--- src/rtl/divider_job_issuer_pkg.sv ---
// Shared types and widths for the divider job issuer: FSM states,
// operand job record and captured result record.
package divider_job_issuer_pkg;

    localparam int DVD_W = 10;
    localparam int DVS_W = 5;
    localparam int Q_W   = 5;

    typedef enum logic [1:0] {
        IDLE,
        LAUNCH,
        WAIT
    } state_t;

    typedef struct packed {
        logic [DVD_W-1:0] dividend;
        logic [DVS_W-1:0] divisor;
    } job_t;

    typedef struct packed {
        logic [Q_W-1:0]   quo;
        logic [DVS_W-1:0] rem;
        logic             ov;
        logic             dbz;
        logic             to;
    } result_t;

endpackage

--- src/rtl/divider_job_issuer_if.sv ---
// Operand stream, divider side-band and result stream of the job issuer.
// The slave modport is the issuer's view; master is the surrounding system.
interface divider_job_issuer_if;
    import divider_job_issuer_pkg::*;

    logic             InValid;
    logic             InReady;
    logic [DVD_W-1:0] InDividend;
    logic [DVS_W-1:0] InDivisor;

    logic [DVD_W-1:0] Dividend;
    logic [DVS_W-1:0] Divisor;
    logic             Start;
    logic [Q_W-1:0]   Quo;
    logic [DVS_W-1:0] Rem;
    logic             FINISH;
    logic             OV;
    logic             DIVBYZERO;

    logic             OutValid;
    logic             OutReady;
    logic [Q_W-1:0]   OutQuo;
    logic [DVS_W-1:0] OutRem;
    logic             OutOV;
    logic             OutDBZ;
    logic             OutTO;

    modport slave (
        input  InValid, InDividend, InDivisor,
        output InReady,
        output Dividend, Divisor, Start,
        input  Quo, Rem, FINISH, OV, DIVBYZERO,
        output OutValid, OutQuo, OutRem, OutOV, OutDBZ, OutTO,
        input  OutReady
    );

    modport master (
        output InValid, InDividend, InDivisor,
        input  InReady,
        input  Dividend, Divisor, Start,
        output Quo, Rem, FINISH, OV, DIVBYZERO,
        input  OutValid, OutQuo, OutRem, OutOV, OutDBZ, OutTO,
        output OutReady
    );

endinterface

--- src/rtl/divider_job_issuer_issue_fifo.sv ---
// Synchronous operand FIFO, DEPTH entries of one job record each.
// Head entry is presented combinationally; DEPTH must be a power of two.
module issue_fifo
    import divider_job_issuer_pkg::*;
#(
    parameter int unsigned DEPTH = 4
) (
    input  logic                    clk_i,
    input  logic                    rst_i,
    input  logic                    push_i,
    input  job_t                    din_i,
    input  logic                    pop_i,
    output job_t                    dout_o,
    output logic                    full_o,
    output logic                    empty_o,
    output logic [$clog2(DEPTH):0]  level_o
);

    localparam int unsigned AW = $clog2(DEPTH);

    job_t          mem_q [DEPTH];
    logic [AW-1:0] wr_q;
    logic [AW-1:0] rd_q;
    logic [AW:0]   level_q;
    logic [AW:0]   level_d;
    logic          do_push;
    logic          do_pop;

    assign full_o  = (level_q == (AW+1)'(DEPTH));
    assign empty_o = (level_q == '0);
    assign do_push = push_i && !full_o;
    assign do_pop  = pop_i && !empty_o;
    assign dout_o  = mem_q[rd_q];
    assign level_o = level_q;

    always_comb begin
        level_d = level_q;
        if (do_push && !do_pop) begin
            level_d = level_q + 1'b1;
        end else if (do_pop && !do_push) begin
            level_d = level_q - 1'b1;
        end
    end

    always_ff @(posedge clk_i) begin
        if (do_push && !rst_i) begin
            mem_q[wr_q] <= din_i;
        end
    end

    // Pointers wrap naturally since DEPTH is a power of two.
    always_ff @(posedge clk_i) begin
        if (rst_i) begin
            wr_q    <= '0;
            rd_q    <= '0;
            level_q <= '0;
        end else begin
            if (do_push) begin
                wr_q <= wr_q + 1'b1;
            end
            if (do_pop) begin
                rd_q <= rd_q + 1'b1;
            end
            level_q <= level_d;
        end
    end

endmodule

--- src/rtl/divider_job_issuer.sv ---
// Front-end sequencer for the 10/5-bit sequential divider: queues operand
// pairs, issues one job at a time and captures the result for a streaming consumer.
module divider_job_issuer
    import divider_job_issuer_pkg::*;
#(
    parameter int unsigned DEPTH   = 4,
    parameter int unsigned TIMEOUT = 64
) (
    input  logic                    CLK,
    input  logic                    RST,
    divider_job_issuer_if.slave     bus,
    output logic                    Busy,
    output logic [$clog2(DEPTH):0]  Level
);

    localparam int unsigned TW = (TIMEOUT > 1) ? $clog2(TIMEOUT) : 1;
    localparam result_t TO_RES = '{quo: '0, rem: '0, ov: 1'b0, dbz: 1'b0, to: 1'b1};

    state_t        state_q;
    logic [TW-1:0] timer_q;
    logic          armed_q;
    logic          start_q;
    job_t          job_q;
    result_t       res_q;
    logic          out_valid_q;

    job_t          in_job;
    job_t          head;
    logic          fifo_full;
    logic          fifo_empty;
    logic          slot_free;
    logic          pop;

    assign in_job    = {bus.InDividend, bus.InDivisor};
    assign slot_free = !out_valid_q || bus.OutReady;
    assign pop       = (state_q == IDLE) && !fifo_empty && slot_free;

    issue_fifo #(
        .DEPTH (DEPTH)
    ) u_fifo (
        .clk_i   (CLK),
        .rst_i   (RST),
        .push_i  (bus.InValid),
        .din_i   (in_job),
        .pop_i   (pop),
        .dout_o  (head),
        .full_o  (fifo_full),
        .empty_o (fifo_empty),
        .level_o (Level)
    );

    always_ff @(posedge CLK) begin
        if (RST) begin
            state_q     <= IDLE;
            timer_q     <= '0;
            armed_q     <= 1'b0;
            start_q     <= 1'b0;
            job_q       <= '0;
            res_q       <= '0;
            out_valid_q <= 1'b0;
        end else begin
            start_q <= 1'b0;
            if (out_valid_q && bus.OutReady) begin
                out_valid_q <= 1'b0;
            end
            unique case (state_q)
                IDLE: begin
                    if (pop) begin
                        job_q   <= head;
                        start_q <= 1'b1;
                        state_q <= LAUNCH;
                    end
                end
                LAUNCH: begin
                    timer_q <= '0;
                    armed_q <= 1'b0;
                    state_q <= WAIT;
                end
                WAIT: begin
                    timer_q <= timer_q + 1'b1;
                    // A FINISH still high from the previous job is ignored until it drops once.
                    if (!bus.FINISH) begin
                        armed_q <= 1'b1;
                    end
                    if (armed_q && bus.FINISH) begin
                        res_q       <= '{quo: bus.Quo, rem: bus.Rem, ov: bus.OV,
                                         dbz: bus.DIVBYZERO, to: 1'b0};
                        out_valid_q <= 1'b1;
                        state_q     <= IDLE;
                    end else if (timer_q == TW'(TIMEOUT - 1)) begin
                        res_q       <= TO_RES;
                        out_valid_q <= 1'b1;
                        state_q     <= IDLE;
                    end
                end
                default: state_q <= IDLE;
            endcase
        end
    end

    assign bus.InReady  = !fifo_full;
    assign bus.Dividend = job_q.dividend;
    assign bus.Divisor  = job_q.divisor;
    assign bus.Start    = start_q;
    assign bus.OutValid = out_valid_q;
    assign bus.OutQuo   = res_q.quo;
    assign bus.OutRem   = res_q.rem;
    assign bus.OutOV    = res_q.ov;
    assign bus.OutDBZ   = res_q.dbz;
    assign bus.OutTO    = res_q.to;
    assign Busy         = (state_q != IDLE);

endmodule
--- src/flat_wrapper.sv ---
// flat-port wrapper written by rule: the top's interface ports become plain ports
module divider_job_issuer_flat import divider_job_issuer_pkg::*;
#(
    parameter int unsigned DEPTH   = 4,
    parameter int unsigned TIMEOUT = 64
)
  (CLK, RST, Busy, Level, bus_InValid, bus_InDividend, bus_InDivisor, bus_InReady, bus_Dividend, bus_Divisor, bus_Start, bus_Quo, bus_Rem, bus_FINISH, bus_OV, bus_DIVBYZERO, bus_OutValid, bus_OutQuo, bus_OutRem, bus_OutOV, bus_OutDBZ, bus_OutTO, bus_OutReady);
  divider_job_issuer_if bus_i ();
  input  logic CLK;
  input  logic RST;
  output logic Busy;
  output logic [$clog2(DEPTH):0] Level;
  input wire logic [$bits(bus_i.InValid)-1:0] bus_InValid;
  input wire logic [$bits(bus_i.InDividend)-1:0] bus_InDividend;
  input wire logic [$bits(bus_i.InDivisor)-1:0] bus_InDivisor;
  output wire logic [$bits(bus_i.InReady)-1:0] bus_InReady;
  output wire logic [$bits(bus_i.Dividend)-1:0] bus_Dividend;
  output wire logic [$bits(bus_i.Divisor)-1:0] bus_Divisor;
  output wire logic [$bits(bus_i.Start)-1:0] bus_Start;
  input wire logic [$bits(bus_i.Quo)-1:0] bus_Quo;
  input wire logic [$bits(bus_i.Rem)-1:0] bus_Rem;
  input wire logic [$bits(bus_i.FINISH)-1:0] bus_FINISH;
  input wire logic [$bits(bus_i.OV)-1:0] bus_OV;
  input wire logic [$bits(bus_i.DIVBYZERO)-1:0] bus_DIVBYZERO;
  output wire logic [$bits(bus_i.OutValid)-1:0] bus_OutValid;
  output wire logic [$bits(bus_i.OutQuo)-1:0] bus_OutQuo;
  output wire logic [$bits(bus_i.OutRem)-1:0] bus_OutRem;
  output wire logic [$bits(bus_i.OutOV)-1:0] bus_OutOV;
  output wire logic [$bits(bus_i.OutDBZ)-1:0] bus_OutDBZ;
  output wire logic [$bits(bus_i.OutTO)-1:0] bus_OutTO;
  input wire logic [$bits(bus_i.OutReady)-1:0] bus_OutReady;
  assign bus_i.InValid = bus_InValid;
  assign bus_i.InDividend = bus_InDividend;
  assign bus_i.InDivisor = bus_InDivisor;
  assign bus_InReady = bus_i.InReady;
  assign bus_Dividend = bus_i.Dividend;
  assign bus_Divisor = bus_i.Divisor;
  assign bus_Start = bus_i.Start;
  assign bus_i.Quo = bus_Quo;
  assign bus_i.Rem = bus_Rem;
  assign bus_i.FINISH = bus_FINISH;
  assign bus_i.OV = bus_OV;
  assign bus_i.DIVBYZERO = bus_DIVBYZERO;
  assign bus_OutValid = bus_i.OutValid;
  assign bus_OutQuo = bus_i.OutQuo;
  assign bus_OutRem = bus_i.OutRem;
  assign bus_OutOV = bus_i.OutOV;
  assign bus_OutDBZ = bus_i.OutDBZ;
  assign bus_OutTO = bus_i.OutTO;
  assign bus_i.OutReady = bus_OutReady;
  divider_job_issuer #(.DEPTH(DEPTH), .TIMEOUT(TIMEOUT)) u_core (.CLK(CLK), .RST(RST), .bus(bus_i), .Busy(Busy), .Level(Level));
endmodule
--- config.mk ---
export PLATFORM = sky130hd
export DESIGN_NAME = divider_job_issuer_flat
export DESIGN_NICKNAME = d
export VERILOG_FILES = /design/src/rtl/divider_job_issuer_pkg.sv /design/src/rtl/divider_job_issuer_if.sv /design/src/rtl/divider_job_issuer_issue_fifo.sv /design/src/rtl/divider_job_issuer.sv /design/src/flat_wrapper.sv
export SDC_FILE = /design/constraint.sdc
export NUM_CORES = 1
export LEC_CHECK = 0
export BUFFER_PORTS_ARGS = -buffer_cell sky130_fd_sc_hd__buf_2
export CORE_UTILIZATION = 60
export DETAILED_ROUTE_END_ITERATION = 16
export PLACE_DENSITY = 0.84
export SETUP_SLACK_MARGIN = 0.05
export SLEW_MARGIN = 20
export SYNTH_ARGS = -nofsm -noshare
export SYNTH_HDL_FRONTEND = slang
export SYNTH_HIERARCHICAL = 1
export SYNTH_SLANG_ARGS = --single-unit
--- constraint.sdc ---
create_clock -name CLK -period 5.95 [get_ports CLK]
set_clock_uncertainty 0.1 [all_clocks]
set_input_delay 0.2975 -clock CLK [delete_from_list [all_inputs] [get_ports CLK]]
set_output_delay 0.2975 -clock CLK [all_outputs]
set_load 0.01 [all_outputs]
==> metrics.md <==
| Metric | Value |
|---|---|
| Final worst slack | ~2900 ps |
| Clk root buf | clkbuf_8 |
| Worst reg2reg endpoint | u_core/u_fifo/level_o[2] |
| Clock sink total | 108 |
| Postcts setup bufs | 0 |
| Die Y | 86.44 µm |
| Average wire per standard cell | around 15 µm |
| DRC | 0 |
| Cell Area, Placed | 4695 µm² |
| Die area | between 7000 and 8000 µm² |
| Worst R2R Setup Slack | roughly 2900 ps |
| Vias/cell | ~5.4 |
| Clock period minus worst slack | between 3000 and 4000 ps |
| CTS max path bufs | 2 |
| Leak | 0.001893 µW |
| Worst-path clk slew | roughly 110 ps |
| Layout cell share with drive strength beyond 1 | 30.79% |
| Overall Power | between 1500 and 2000 µW |
| First DRT Iteration DRCs | between 80 and 90 |
| Worst R2R Start | u_core/u_fifo/level_o[0] |
| WP data required | 6130 ps |
| Fmax | approximately 320 MHz |
| Port Buf Inserts | 66 |
| Total Neg Setup Slack | 0 ps |
| Initial core utilization | a little over three fifths |
| Hpwl dp | 4632 µm |
| Routed Antenna Nets | 0 |
| Largest net degree at the start of global routing | 64 |
| Antenna violations before repair | 0 |
| Sequential share of the synthesized area | between 60% and 70% |
| Setup Viol. Count Final | 0 |
| CP max stage cell | nor3_4 |
| Hold path start | bus_InDividend[2] |
| PwrDens | 395.1 nW/µm² |
| Critical path launch point | u_core/u_fifo/level_o[0] |
| Tightest Pin Transition | 1097 ps |
| Core box area | slightly below 7000 µm² |
| Global route total overflow | 0 |
| Final Max Slew Viols | 0 |
| Global-route wire length before repair | roughly 11000 µm |
| First-pass DRT Iterations | 4 |
| Fillers | ~450 |
| Worst Hold End | u_core/u_fifo/mem_q[2][7] |
| Slowest stage delay, CP | 900 ps |
| # H-tree levels | 3 |
| Hold Buf Count CTS | 0 |
| Yosys warns | 6 |
| CP Cell Sequence | nor3_1 -> nor3_4 -> o31ai_2 -> ha_1 -> inv_1 -> fa_1 -> xor2_1 -> or3_1 -> a21oi_1 |
| Io pins | between 60 and 70 |
| Num CTS Buffers | 9 |
| #FFs+latches synth | 108 |
| Avg Cell Area, Syn | about 15 µm² |
| Nets | ~400 |
| Synth cell types | 38 |
| Crit path DAT | 3280 ps |
| Placer Congestion | about 0.74 |
| Crit Path Class | reg -> reg |
| P&R area growth vs syn | 14.95% |
| Critical-path maximum fanout | 17 |
| Worst VDD drop | around 0.00026 V |
| Cell area after synthesis | approximately 4300 µm² |
| Setup crit start kind | flip-flop |
| Post-route cell area | just under 5000 µm² |
| Synth Instances | approximately 290 |
| Max Cap Viol | 0 |
| Status | completed |
| Worst r2r path cells | 9 |
| Antenna cells | 0 |
| Crit path capture type | flip-flop |
| Final WL | 7090 µm |
| All-Layer GR Usage | between 20% and 30% |
| Clock Latency Late Sink | around 360 ps |
| Die extent in x | approximately 86 µm |
| Pre-CTS setup slack | 2893 ps |
| HP Class | in -> reg |
| Fin. Hold Viols | 0 |
| Vias in the first global route | between 2000 and 2500 |
| Synth Net Count | about 340 |
| Hold Crit Depth | 1 |
| Num rows | 30 |
| Final period utilization | roughly 52% |
| CTS resizes | 0 |
| Max-slew headroom | around a quarter |
| Vias | approximately 2500 |
| RSZ-0062 raised after global routing | false |
| CTS tree | built |
[metal layers]
metal / routed length, µm / track usage (%) / up-vias
met5: 0 / 0 / -
met4: 114 / 8.333 / 0
met3: 338 / 5.429 / 8
met2: 3808 / 36.87 / 61
met1: 2829 / 23.11 / 1225
li1: - / - / 1204
[synthesized netlist by cell type]
cell type  instances  share of area, %
clkbuf_1           7              0.61
edfxtp_1          60                42
dfxtp_1           48                22
xor2_1             7               1.4
or3_1              3              0.44
buf_12             1              0.47
o31ai_1            1              0.18
a211oi_1           1              0.18
nand4_1            2              0.29
o21a_1             1              0.18
fa_1               1              0.47
nor2b_1            1              0.15
nor2_1            24               2.1
and2_1             1              0.15
o32ai_1           12               2.5
o31ai_2            1              0.29
mux4_2            15               7.9
mux2i_1           19               4.4
inv_1             21               1.8
nand2_1            3              0.26
nor3b_1            4              0.70
o311ai_1           1              0.20
nand2b_1          21               3.1
ha_1              10               2.9
inv_2              2              0.18
a21o_1             1              0.18
nand2b_4           1              0.32
buf_6              2              0.53
buf_2              3              0.35
nor3_4             1              0.38
nand3_1            2              0.23
a21oi_1            7              0.82
o21ai_0            5              0.58
nor4_1             1              0.15
o21ba_2            1              0.23
nand3b_1           1              0.18
nor3_1             1              0.12
nor3b_4            1              0.44
[sequential cells by signal (all words and copies together) (netlist names), named ones only]
name	flops
u_core/timer_q	6
u_core/bus.OutTO	1
u_core/armed_q	1
u_core/state_q	2
u_core/bus.OutDBZ	1
u_core/bus.OutRem	5
u_core/bus.Divisor	5
u_core/u_fifo/level_o	3
u_core/u_fifo/wr_q	2
u_core/bus.Dividend	10
u_core/u_fifo/rd_q	2
u_core/bus.OutQuo	5
u_core/bus.Start	1
u_core/bus.OutOV	1
u_core/u_fifo/mem_q	60
u_core/bus.OutValid	1
[cells by family after synthesis]
kind of cell               synth area share (%)
AOI/OAI and AO/OA                         5.294
xor gates and xnor gates                  1.433
adders and majority gates                 3.393
buffers and inverters                     3.978
DFF                                       64.58
muxes                                     12.34
and+or+nand+nor                           8.980
[worst max path at each step]
stage / endpoint / slack, ps / cells past startpoint
2_1_floorplan: u_core/u_fifo/level_o[2] / 3350 / 10
6_report: u_core/u_fifo/level_o[2] / 2850 / 9
4_1_cts: u_core/u_fifo/level_o[2] / 2840 / 9
3_5_place_dp: u_core/u_fifo/level_o[2] / 2890 / 9
5_1_grt: u_core/u_fifo/level_o[2] / 2660 / 9
3_3_place_gp: u_core/u_fifo/level_o[2] / 2980 / 9
[power by group]
group          internal [µW]  switching [µW]
sequential               879            86.2
combinational            254             255
clock                    210             259
total                   1340             600
[area by class of cell]
class                      count  area (µm²)  area share, %
clock buffer                   9       123.9          2.519
clock inverter                 7       97.59          1.985
inverter                      23       86.33          1.756
multi-input combinational    150        1365          27.76
sequential                   108        2764          56.21
tap                           96       120.1          2.443
timing repair buffer          70       360.3          7.328
[worst max-delay path, delay by kind of cell (launching register included)]
family / cells / cell delay (ps)
simple gates: 3 / 1380
fa+ha+maj: 2 / 450
xor+xnor: 1 / 80
flops: 1 / 570
buf+inv: 1 / 70
compound gates: 2 / 370
[per-stage QoR]
stage,hold slack [ps],utilization [%],std cells
after floorplan,296.4,-,294
after global placement,354.5,68.72,447
after detailed placement,368.6,68.72,447
after CTS,21.40,71.96,463
after global routing,18.61,71.98,463
final,37.77,71.98,463
[layout by cell type, fill, tap and decap left out, types with 7 or more instances in the layout]
| master | count |
|---|---|
| inv_1 | 21 |
| edfxtp_1 | 60 |
| mux4_2 | 15 |
| dfxtp_1 | 47 |
| a21oi_1 | 7 |
| xor2_1 | 7 |
| o32ai_1 | 12 |
| nor2_1 | 24 |
| buf_2 | 66 |
| clkbuf_8 | 9 |
| mux2i_1 | 19 |
| ha_1 | 10 |
| nand2b_1 | 21 |
Note: power is estimated with default switching activity, not from simulation.
